[config.mk]
export PLATFORM = sky130hd
export DESIGN_NAME = taylor_sweep_driver
export DESIGN_NICKNAME = d
export VERILOG_FILES = /design/src/rtl/taylor_sweep_driver.sv
export SDC_FILE = /design/constraint.sdc
export NUM_CORES = 1
export LEC_CHECK = 0
export BUFFER_PORTS_ARGS = -buffer_cell sky130_fd_sc_hd__buf_4
export CORE_MARGIN = 5
export CORE_UTILIZATION = 40
export DETAILED_ROUTE_END_ITERATION = 6
export GPL_TIMING_DRIVEN = 1
export PLACE_DENSITY_LB_ADDON = 0.15
export SLEW_MARGIN = 30
export SYNTH_ARGS = -nofsm -noshare
export SYNTH_HDL_FRONTEND = slang
export SYNTH_SLANG_ARGS = --single-unit
[constraint.sdc]
create_clock -name clock -period 8.2 [get_ports clock]
set_clock_uncertainty 0.2 [all_clocks]
set_input_delay 0.82 -clock clock [delete_from_list [all_inputs] [get_ports clock]]
set_output_delay 0.82 -clock clock [all_outputs]
set_load 0.1 [all_outputs]
[src/rtl/taylor_sweep_driver.sv]
// Sweep initiator for the Taylor cosine core: issues a programmed angle sweep and buffers results.
// Optional watchdog enabled by defining TAYLOR_SWEEP_TIMEOUT_EN.
module taylor_sweep_driver #(
    parameter int W              = 24,
    parameter int DEPTH          = 16,
    parameter int AW             = 4,
    parameter int TIMEOUT_CYCLES = 64
) (
    input  logic          clock,
    input  logic          reset,
    input  logic          go,
    input  logic [W-1:0]  cfg_start,
    input  logic [W-1:0]  cfg_step,
    input  logic [AW:0]   cfg_count,
    output logic          busy,
    output logic          done,
    output logic          err,
    output logic [AW:0]   n_results,
    output logic          core_start,
    output logic [W-1:0]  core_angle,
    input  logic          core_ready,
    input  logic [W-1:0]  core_result,
    input  logic [AW-1:0] rd_addr,
    output logic [W-1:0]  rd_data
);

    typedef enum logic [2:0] {
        IDLE,
        ISSUE,
        WAIT,
        RELEASE,
        FIN
    } state_t;

    localparam logic [AW:0] DEPTH_C = (AW+1)'(DEPTH);

    state_t        state_q, state_d;
    logic [W-1:0]  angle_q, angle_d;
    logic [W-1:0]  step_q, step_d;
    logic [AW:0]   points_q, points_d;
    logic [AW:0]   n_q, n_d;
    logic          busy_q, busy_d;
    logic          done_q, done_d;
    logic          err_q, err_d;
    logic          start_q, start_d;
    logic          ready_q, ready_d;
    logic [W-1:0]  rd_data_q, rd_data_d;
    logic          wr_en;
    logic          rise;

    logic [W-1:0]  result_mem [DEPTH];

`ifdef TAYLOR_SWEEP_TIMEOUT_EN
    localparam int WDW = $clog2(TIMEOUT_CYCLES + 1);
    logic [WDW-1:0] wd_q, wd_d;
`endif

    // ready_out stays high through the core's S1/S2, so only a fresh edge counts
    assign rise    = core_ready & ~ready_q;
    assign ready_d = core_ready;
    assign rd_data_d = result_mem[rd_addr];

    always_comb begin
        state_d  = state_q;
        angle_d  = angle_q;
        step_d   = step_q;
        points_d = points_q;
        n_d      = n_q;
        err_d    = err_q;
        wr_en    = 1'b0;
`ifdef TAYLOR_SWEEP_TIMEOUT_EN
        wd_d     = '0;
`endif
        unique case (state_q)
            IDLE: begin
                if (go && !busy_q) begin
                    angle_d  = cfg_start;
                    step_d   = cfg_step;
                    points_d = (cfg_count > DEPTH_C) ? DEPTH_C : cfg_count;
                    n_d      = '0;
                    err_d    = 1'b0;
                    state_d  = (cfg_count == '0) ? FIN : ISSUE;
                end
            end
            ISSUE: state_d = WAIT;
            WAIT: begin
                if (rise) begin
                    wr_en   = 1'b1;
                    n_d     = n_q + (AW+1)'(1);
                    state_d = RELEASE;
                end
`ifdef TAYLOR_SWEEP_TIMEOUT_EN
                else if (wd_q == WDW'(TIMEOUT_CYCLES - 1)) begin
                    err_d   = 1'b1;
                    state_d = FIN;
                end else begin
                    wd_d = wd_q + WDW'(1);
                end
`endif
            end
            RELEASE: begin
                if (n_q == points_q) begin
                    state_d = FIN;
                end else begin
                    angle_d = angle_q + step_q;
                    state_d = ISSUE;
                end
            end
            FIN: state_d = IDLE;
            default: state_d = IDLE;
        endcase

        start_d = (state_d == ISSUE) || (state_d == RELEASE);
        // busy covers the done cycle, which follows FIN
        busy_d  = (state_d != IDLE) || (state_q == FIN);
        done_d  = (state_q == FIN);
    end

    always_ff @(posedge clock) begin
        if (reset) begin
            state_q   <= IDLE;
            angle_q   <= '0;
            step_q    <= '0;
            points_q  <= '0;
            n_q       <= '0;
            busy_q    <= 1'b0;
            done_q    <= 1'b0;
            err_q     <= 1'b0;
            start_q   <= 1'b0;
            ready_q   <= 1'b0;
            rd_data_q <= '0;
        end else begin
            state_q   <= state_d;
            angle_q   <= angle_d;
            step_q    <= step_d;
            points_q  <= points_d;
            n_q       <= n_d;
            busy_q    <= busy_d;
            done_q    <= done_d;
            err_q     <= err_d;
            start_q   <= start_d;
            ready_q   <= ready_d;
            rd_data_q <= rd_data_d;
        end
    end

`ifdef TAYLOR_SWEEP_TIMEOUT_EN
    always_ff @(posedge clock) begin
        if (reset) begin
            wd_q <= '0;
        end else begin
            wd_q <= wd_d;
        end
    end
`endif

    // Buffer survives reset; contents are undefined only after power-up
    always_ff @(posedge clock) begin
        if (wr_en) begin
            result_mem[n_q[AW-1:0]] <= core_result;
        end
    end

    assign busy       = busy_q;
    assign done       = done_q;
    assign err        = err_q;
    assign n_results  = n_q;
    assign core_start = start_q;
    assign core_angle = angle_q;
    assign rd_data    = rd_data_q;

endmodule
==> summary.md, run 1 <==
| Metric | Value |
|---|---|
| Status | `finished clean` |
| Most common library cell in the layout ignoring fill and taps | `edfxtp_1` |
| Boundary pin count | `142` |
| CTS tree | `built` |
| Grt total ovfl | `0` |
| Part of the Yosys area used for sequential elements | `between 70 and 80%` |
| P_int | `between 4 and 5 mW` |
| # Post-CTS Setup Buffers | `0` |
| Hold Crit Class | `register to register` |
| Measured slew at the worst slew-check pin | `roughly 940 ps` |
| Cells after Synth | `~1100` |
| IO Port Bufs | `140` |
| Vias per Instance | `~5.4` |
| Clk pwr share | `between 30% and 40%` |
| Clock transition at the registers of the reported paths | `about 60 ps` |
| Largest net degree at the start of global routing | `62` |
| Total power | `5.92 mW` |
| CTS Hold Bufs | `0` |
| First DRT Iteration DRCs | `~600` |
| Total GRT Usage | `between 10% and 20%` |
| Vias in the first global route | `roughly 11000` |
| Die area | `between 50000 and 60000 µm²` |
| Clock root buffer | `clkbuf_16` |
| Number of routed nets with antenna violations | `0` |
| Reg power frac | `45.9%` |
| Core area | `about 47000 µm²` |
| Yosys top cell area share | `between 60% and 70%` |
| Initial Util | `between 40% and 50%` |
| TritonCTS Buffers | `51` |
| Most frequent cells in the layout | `edfxtp_1, buf_4, mux4_2, nand2_1, dfxtp_1` |
| Final min period | `about 3400 ps` |
| Routed len/inst | `between 20 and 25 µm` |
| Main area contributors after synthesis | `edfxtp_1, mux4_2, dfxtp_1` |
| Mapped Avg Cell Area | `between 15 and 20 µm²` |
| Power per Cell Area | `roughly 260 nW/µm²` |
| CTS Buffer Depth | `3` |
| Setup WS pre-CTS | `about 4300 ps` |
| Number of synthesized flops with an enable pin | `~380` |
| RSZ-0062 raised after global routing | `false` |
| Asr flop ratio synth | `0%` |
| Leak pwr | `just under 8 nW` |
| Yosys cell types | `63` |
| Drt total wl | `44800 µm` |
| Final setup margin | `between 4000 and 5000 ps` |
| Area after DPL | `between 20000 and 25000 µm²` |
| Max Slew Vio Count | `0` |
| Ys Warns | `0` |
| Sw Share | `27.1%` |
| Top_reg_cell synth | `edfxtp_1` |
| Hold violation count in the final report | `0` |
| Critical path peak fanout | `17` |
| Die Wd | `~230 µm` |
| Post-CTS Resized | `0` |
| Final nets | `1356` |
| CP endpoint kind | `register` |
| Part of the cycle the worst path needs | `41.8%` |
| GP Congestion | `0.832` |
| Critical path required time | `approximately 8200 ps` |
| CP Class | `register to register` |
| Clock sink total | `473` |
| FF+latch count, synth | `473` |
| Area growth syn-to-layout | `20.7%` |
| Max Cap Violations | `0` |
| Die H | `228 µm` |
| Detail Placement HPWL | `roughly 28000 µm` |
| Vias | `10300` |
| Post-route DRC | `0` |
| Combinational power share | `between 10 and 15%` |
| Clk Latency, worst-skew pair | `~580 ps` |
| Arrival time worst endpoint | `between 3000 and 4000 ps` |
| First-pass GRT wire length | `roughly 68000 µm` |
| Setup-failing EPs final | `0` |
| Worst setup SP type | `register` |
| CTS H-tree depth | `2` |
| Layout cells sized above 1 | `a little under a third` |
| Leading area contributor after synthesis | `edfxtp_1` |
| First-pass DRT Iterations | `5` |
| Initial antenna violation count | `1` |
| Post-Syn Nets | `1196` |
| Rel. slew slack | `a little under two fifths` |
| Net switching power | `between 1.5 and 2 mW` |
| Peak supply drop | `0.185 mV` |
| FP Rows | `79` |
| Netlist Area Pre-Place | `between 15000 and 20000 µm²` |
| Design area | `around 23000 µm²` |
| Post-layout util | `approximately half` |
| Setup TNS | `0 ps` |
| Max Fclk | `slightly below 300 MHz` |
[cells by family after synthesis]
kind of cell | count (synthesis) | share of synthesized area (%)
muxes | 127 | 14.6
adders and majority gates | 28 | 1.88
DFF | 473 | 70.0
AOI/OAI and AO/OA | 149 | 5.17
other | 1 | 0.0197
buffers and inverters | 73 | 1.80
and+or+nand+nor | 202 | 5.11
xor gates and xnor gates | 30 | 1.38
[state kept, by name (all words and copies together), names as in the netlist]
signal / count
ready_q: 1
done: 1
n_results: 5
busy: 1
core_start: 1
points_q: 5
result_mem: 384
core_angle: 24
state_q: 3
rd_data: 24
step_q: 24
[per-layer routing]
layer  up-vias  part of all wire, %  track usage (%)  routed length [µm]
li1       4643                    -                -                   -
met1      5325                   45             23.9               20200
met2       214                   49             28.0               21800
met3        71                  4.0             2.84                1790
met4         0                  2.3             4.78                1040
met5         -                    0                0                   0
[path summary, 6_finish.rpt]
check | slack [ps] | depth (start not counted) | startpoint | endpoint
setup / recovery | 4770 | 6 | state_q[0]$_SDFF_PP0_ | result_mem[0][17]$_DFFE_PP_
hold / removal | 260 | 2 | step_q[5]$_SDFFE_PP0P_ | step_q[5]$_SDFFE_PP0P_
setup reg to reg | 4770 | 6 | state_q[0]$_SDFF_PP0_ | result_mem[0][17]$_DFFE_PP_
hold reg to reg | 260 | 2 | step_q[5]$_SDFFE_PP0P_ | step_q[5]$_SDFFE_PP0P_
[power groups by stage]
| stage | Sequential, mW | Combinational (mW) | Clock (mW) |
|---|---|---|---|
| CTS | 2.72 | 0.881 | 2.40 |
| finish | 2.71 | 0.874 | 2.33 |
| detailed placement | 2.77 | 0.879 | 0 |
| floorplan | 3.02 | 0.387 | 0 |
| global route | 2.72 | 0.935 | 2.49 |
| global placement | 2.77 | 0.869 | 0 |
[layout make-up]
type	instances	area, µm²
fill	3917	23800
tap	607	759
antenna	1	2.50
sequential	473	13300
multi-input combinational	537	5470
inverter	9	33.8
clock buffer	65	1380
clock inverter	30	345
timing repair buffer	171	1650
[critical path: stages, from the launching register on]
cell and delay [ps]:
dfxtp_1 370, nor2_2 200, nand2_1 110, nor3b_2 530, nand2_1 380, nor3_2 800
buf_4 490
[stage by stage]
stage | std cells | hold WS, ps
after detailed placement | 1797 | 255
after floorplan | 1083 | 240
after global routing | 1892 | 277
after global placement | 1777 | 250
final | 1893 | 258
after CTS | 1892 | 235
[cell usage after synthesis (all sizes together) (8+ instances only)]
cell type and number:
edfxtp 384, mux4 120, nand2 92, dfxtp 89, a21oi 57, nor2 34, buf 32, clkbuf 32
ha 27, and2 25, xnor2 22, o21ai 14, a31oi 13, nor3 13, a211oi 12, a21o 9
inv 9, xor2 8
No activity file was read; power rests on OpenSTA's default activity.
==> run 2, diff against run 1 <==
--- a/config.mk
+++ b/config.mk
@@ -5,6 +5,7 @@
 export SDC_FILE = /design/constraint.sdc
 export NUM_CORES = 1
 export LEC_CHECK = 0
+export ABC_AREA = 1
 export BUFFER_PORTS_ARGS = -buffer_cell sky130_fd_sc_hd__buf_4
 export CORE_MARGIN = 5
 export CORE_UTILIZATION = 40
==> constraint.sdc (replaced) <==
create_clock -name clock -period 3 [get_ports clock]
set_clock_uncertainty 0.2 [all_clocks]
set_input_delay 0.3 -clock clock [delete_from_list [all_inputs] [get_ports clock]]
set_output_delay 0.3 -clock clock [all_outputs]
set_load 0.1 [all_outputs]
==> run 2 against run 1 <==
Critical path depth increased by 3. Synthesized cell count rose by 64%. Cell count increased by 43%. Count of clock-buffer cells in the layout up 13. Maximum frequency increased by 25%. Non-clock buffer count grew 101. Wire length increased by 17%. Area after synthesis is 3.9% higher. Worst hold slack worse by 180 ps. Clock power increased to 2.6 times the previous value. Die area increased by 3.8%. Largest power group unchanged.
==> summary.md, run 2 <==
| Metric | Value |
|---|---|
| Inserted Diodes | `0` |
| Most frequent cells in the layout | `edfxtp_1, nor2_1, o21ai_0, nand2_1, buf_4` |
| CTS H-tree depth | `2` |
| Total GRT Usage | `between 10% and 20%` |
| Rel. slew slack | `about a third` |
| Post-Syn Nets | `~1900` |
| FF-to-FF path depth | `9` |
| CTS tree | `built` |
| Die H | `~230 µm` |
| Max Slew Vio Count | `0` |
| CTS Buffer Depth | `3` |
| Area after DPL | `roughly 22000 µm²` |
| Initial Util | `about two fifths` |
| Hold violation count in the final report | `0` |
| Adder-Cell Fraction of Synth Area | `~1.8%` |
| FF+latch count, synth | `473` |
| Post-CTS Resized | `0` |
| Number of synthesized flops with an enable pin | `around 380` |
| Max Fclk | `364 MHz` |
| Status | `finished clean` |
| Netlist Area Pre-Place | `approximately 20000 µm²` |
| Vias per Instance | `roughly 5.2` |
| Final hold slack | `76.6 ps` |
| RSZ-0062 raised after global routing | `false` |
| First-pass DRT Iterations | `5` |
| Vias | `about 14000` |
| TritonCTS Buffers | `50` |
| Commonest cells in the netlist | `edfxtp_1, nor2_1, o21ai_0, nand2_1, inv_1` |
| Part of the cycle the worst path needs | `between 90% and 100%` |
| Largest net degree at the start of global routing | `116` |
| Top_reg_cell synth | `edfxtp_1` |
| Max Cap Violations | `0` |
| CP endpoint kind | `register` |
| Grt total ovfl | `0` |
| Combinational family with the most area after synthesis | `compound AO/OA/AOI/OAI gates` |
| Post-Synth Simple-Gate Area | `between 10% and 20%` |
| Number of routed nets with antenna violations | `0` |
| GP Congestion | `0.865` |
| Initial antenna violation count | `0` |
| Vias in the first global route | `approximately 14000` |
| Max incr delay on CP | `approximately 550 ps` |
| Layout cells sized above 1 | `between 10 and 15%` |
| Hold path endpoint | `rd_data[4]$_SDFF_PP0_` |
| Area growth syn-to-layout | `22.5%` |
| Main area contributors after synthesis | `edfxtp_1, dfxtp_1, nor2_1` |
| Fillers | `roughly 4400` |
| Hold Path Stages | `3` |
| Detail Placement HPWL | `roughly 32000 µm` |
| Reg2Reg Setup Slack | `approximately 250 ps` |
| Drt total wl | `about 52000 µm` |
| Ys Warns | `0` |
| Final nets | `between 2000 and 2500` |
| Measured slew at the worst slew-check pin | `slightly below 1000 ps` |
| Leak pwr | `a little under 9 nW` |
| R2R Path Start | `state_q[1]$_SDFF_PP0_` |
| Routed len/inst | `approximately 19 µm` |
| Most common cell in the netlist | `edfxtp_1` |
| Cells after Synth | `~1800` |
| Worst setup SP type | `register` |
| Crit path top cell by count | `nor2_1` |
| Leading area contributor after synthesis | `edfxtp_1` |
| CP Class | `register to register` |
| Clock root buffer | `clkbuf_16` |
| Setup-failing EPs final | `0` |
| Critical path peak fanout | `35` |
| Reg2reg end | `core_angle[17]$_SDFFE_PP0P_` |
| IO Port Bufs | `between 100 and 150` |
| Core area | `slightly below 50000 µm²` |
| Final min period | `roughly 2700 ps` |
| Yosys top cell area share | `between 50 and 60%` |
| Worst hold start | `rd_addr[2]` |
| Yosys cell types | `40` |
| Die Wd | `~230 µm` |
| Clock transition at the registers of the reported paths | `approximately 60 ps` |
| FP Rows | `between 80 and 90` |
| Asr flop ratio synth | `0%` |
| Arrival time worst endpoint | `3090 ps` |
| Post-synthesis mux area share | `0%` |
| Post-synthesis compound-gate area fraction | `13.4%` |
| Critical path required time | `roughly 3300 ps` |
| Synth Area in XOR/XNOR | `less than 1%` |
| Power per Cell Area | `649 nW/µm²` |
| Boundary pin count | `142` |
| Peak supply drop | `0.462 mV` |
| CP Cell Sequence | `nor2_1, inv_1, nor2_1, nand2_2, nand2_4, inv_4, nand2_1, a21oi_2, dlygate4sd3_1` |
| Crit-path slowest cell | `dlygate4sd3_1` |
| Design area | `24200 µm²` |
| First DRT Iteration DRCs | `1015` |
| Part of the Yosys area used for sequential elements | `between 60% and 70%` |
| Most common library cell in the layout ignoring fill and taps | `edfxtp_1` |
| Mapped Avg Cell Area | `11.1 µm²` |
| Hold Crit Class | `input pin to register` |
| Post-route DRC | `0` |
| Clk Latency, worst-skew pair | `a little under 600 ps` |
| Die area | `53900 µm²` |
| Clock sink total | `between 400 and 500` |
| Max reg flops | `384` |
| First-pass GRT wire length | `82100 µm` |
[run 2: changes by cell type in the layout (fill, tap and decap cells not counted), sizes merged, moves of 20 or more]
cell | before | now
and2 | 25 | 1
nand3 | 6 | 60
inv | 9 | 102
nor2 | 34 | 317
o21ai | 14 | 235
o22ai | 2 | 24
a21oi | 57 | 86
mux4 | 120 | 0
o211ai | 7 | 27
nand2 | 92 | 211
o221ai | 1 | 72
dlygate4sd3 | 0 | 87
[run 2: area by class of cell]
cell class / count / area (µm²) / area share, %
sequential: 473 / 13300 / 55.0
multi-input combinational: 1097 / 5690 / 23.5
timing repair buffer: 272 / 2350 / 9.70
clock buffer: 78 / 1450 / 5.98
tap: 664 / 831 / 3.43
inverter: 102 / 388 / 1.60
clock inverter: 15 / 189 / 0.781
[run 2: repair_timing]
item                                    4_1_cts  5_1_grt
endpoints found under the setup margin        0        0
hold buffers                                 87        0
hold endpoints to repair                    444        0
buffers inserted                              0        0
[run 2: stage by stage]
| step | setup slack (ps) | power (mW) | setup TNS, ps | cells | utilization (%) |
|---|---|---|---|---|---|
| 2_1_floorplan | -110 | 9.02 | -14270 | 1772 | - |
| 3_3_place_gp | 740 | 9.65 | 0 | 2521 | 44.4 |
| 5_1_grt | 8.72 | 16.4 | 0 | 2701 | 49.5 |
| 4_1_cts | 230 | 15.9 | 0 | 2701 | 49.5 |
| 6_report | 252 | 15.7 | 0 | 2701 | 49.5 |
| 3_5_place_dp | 702 | 9.66 | 0 | 2521 | 44.4 |
[run 2: report_power, final]
group	leakage [nW]	switching, mW	internal, mW	total, mW
sequential	4.19	0.115	7.25	7.36
clock	0.797	2.52	3.59	6.10
combinational	3.76	1.60	0.658	2.25
total	8.74	4.23	11.5	15.7
[run 2: worst max-delay path, delay by kind of cell (launching register included)]
| family | cells | cell delay, ps |
|---|---|---|
| compound gates | 1 | 140 |
| simple gates | 5 | 990 |
| flops | 1 | 350 |
| buf+inv | 3 | 990 |
[run 2: logic make-up after synthesis]
| kind of cell | count (synthesis) |
|---|---|
| buffers and inverters | 202 |
| AO/OA/AOI/OAI | 447 |
| AND/OR/NAND/NOR | 608 |
| adder cells (fa/ha/maj) | 28 |
| other | 1 |
| flip-flops | 473 |
| XOR/XNOR | 13 |
[run 2: worst max-delay path by stage]
stage                                     startpoint                           to  slack [ps]
after floorplan            n_results[0]$_SDFFE_PP0P_  result_mem[11][0]$_DFFE_PP_        -110
after global placement         state_q[2]$_SDFF_PP0_  result_mem[0][16]$_DFFE_PP_         740
after detailed placement  core_angle[0]$_SDFFE_PP0P_  core_angle[16]$_SDFFE_PP0P_         700
after CTS                      state_q[1]$_SDFF_PP0_  core_angle[17]$_SDFFE_PP0P_         230
after global routing           state_q[1]$_SDFF_PP0_   core_angle[3]$_SDFFE_PP0P_           9
final                          state_q[1]$_SDFF_PP0_  core_angle[17]$_SDFFE_PP0P_         250
[run 2: layer usage]
layer	share of wire (%)	global-route usage [%]
met5	0	0
met4	2.1	4.97
met3	5.5	3.13
met2	46	31.0
met1	47	27.9
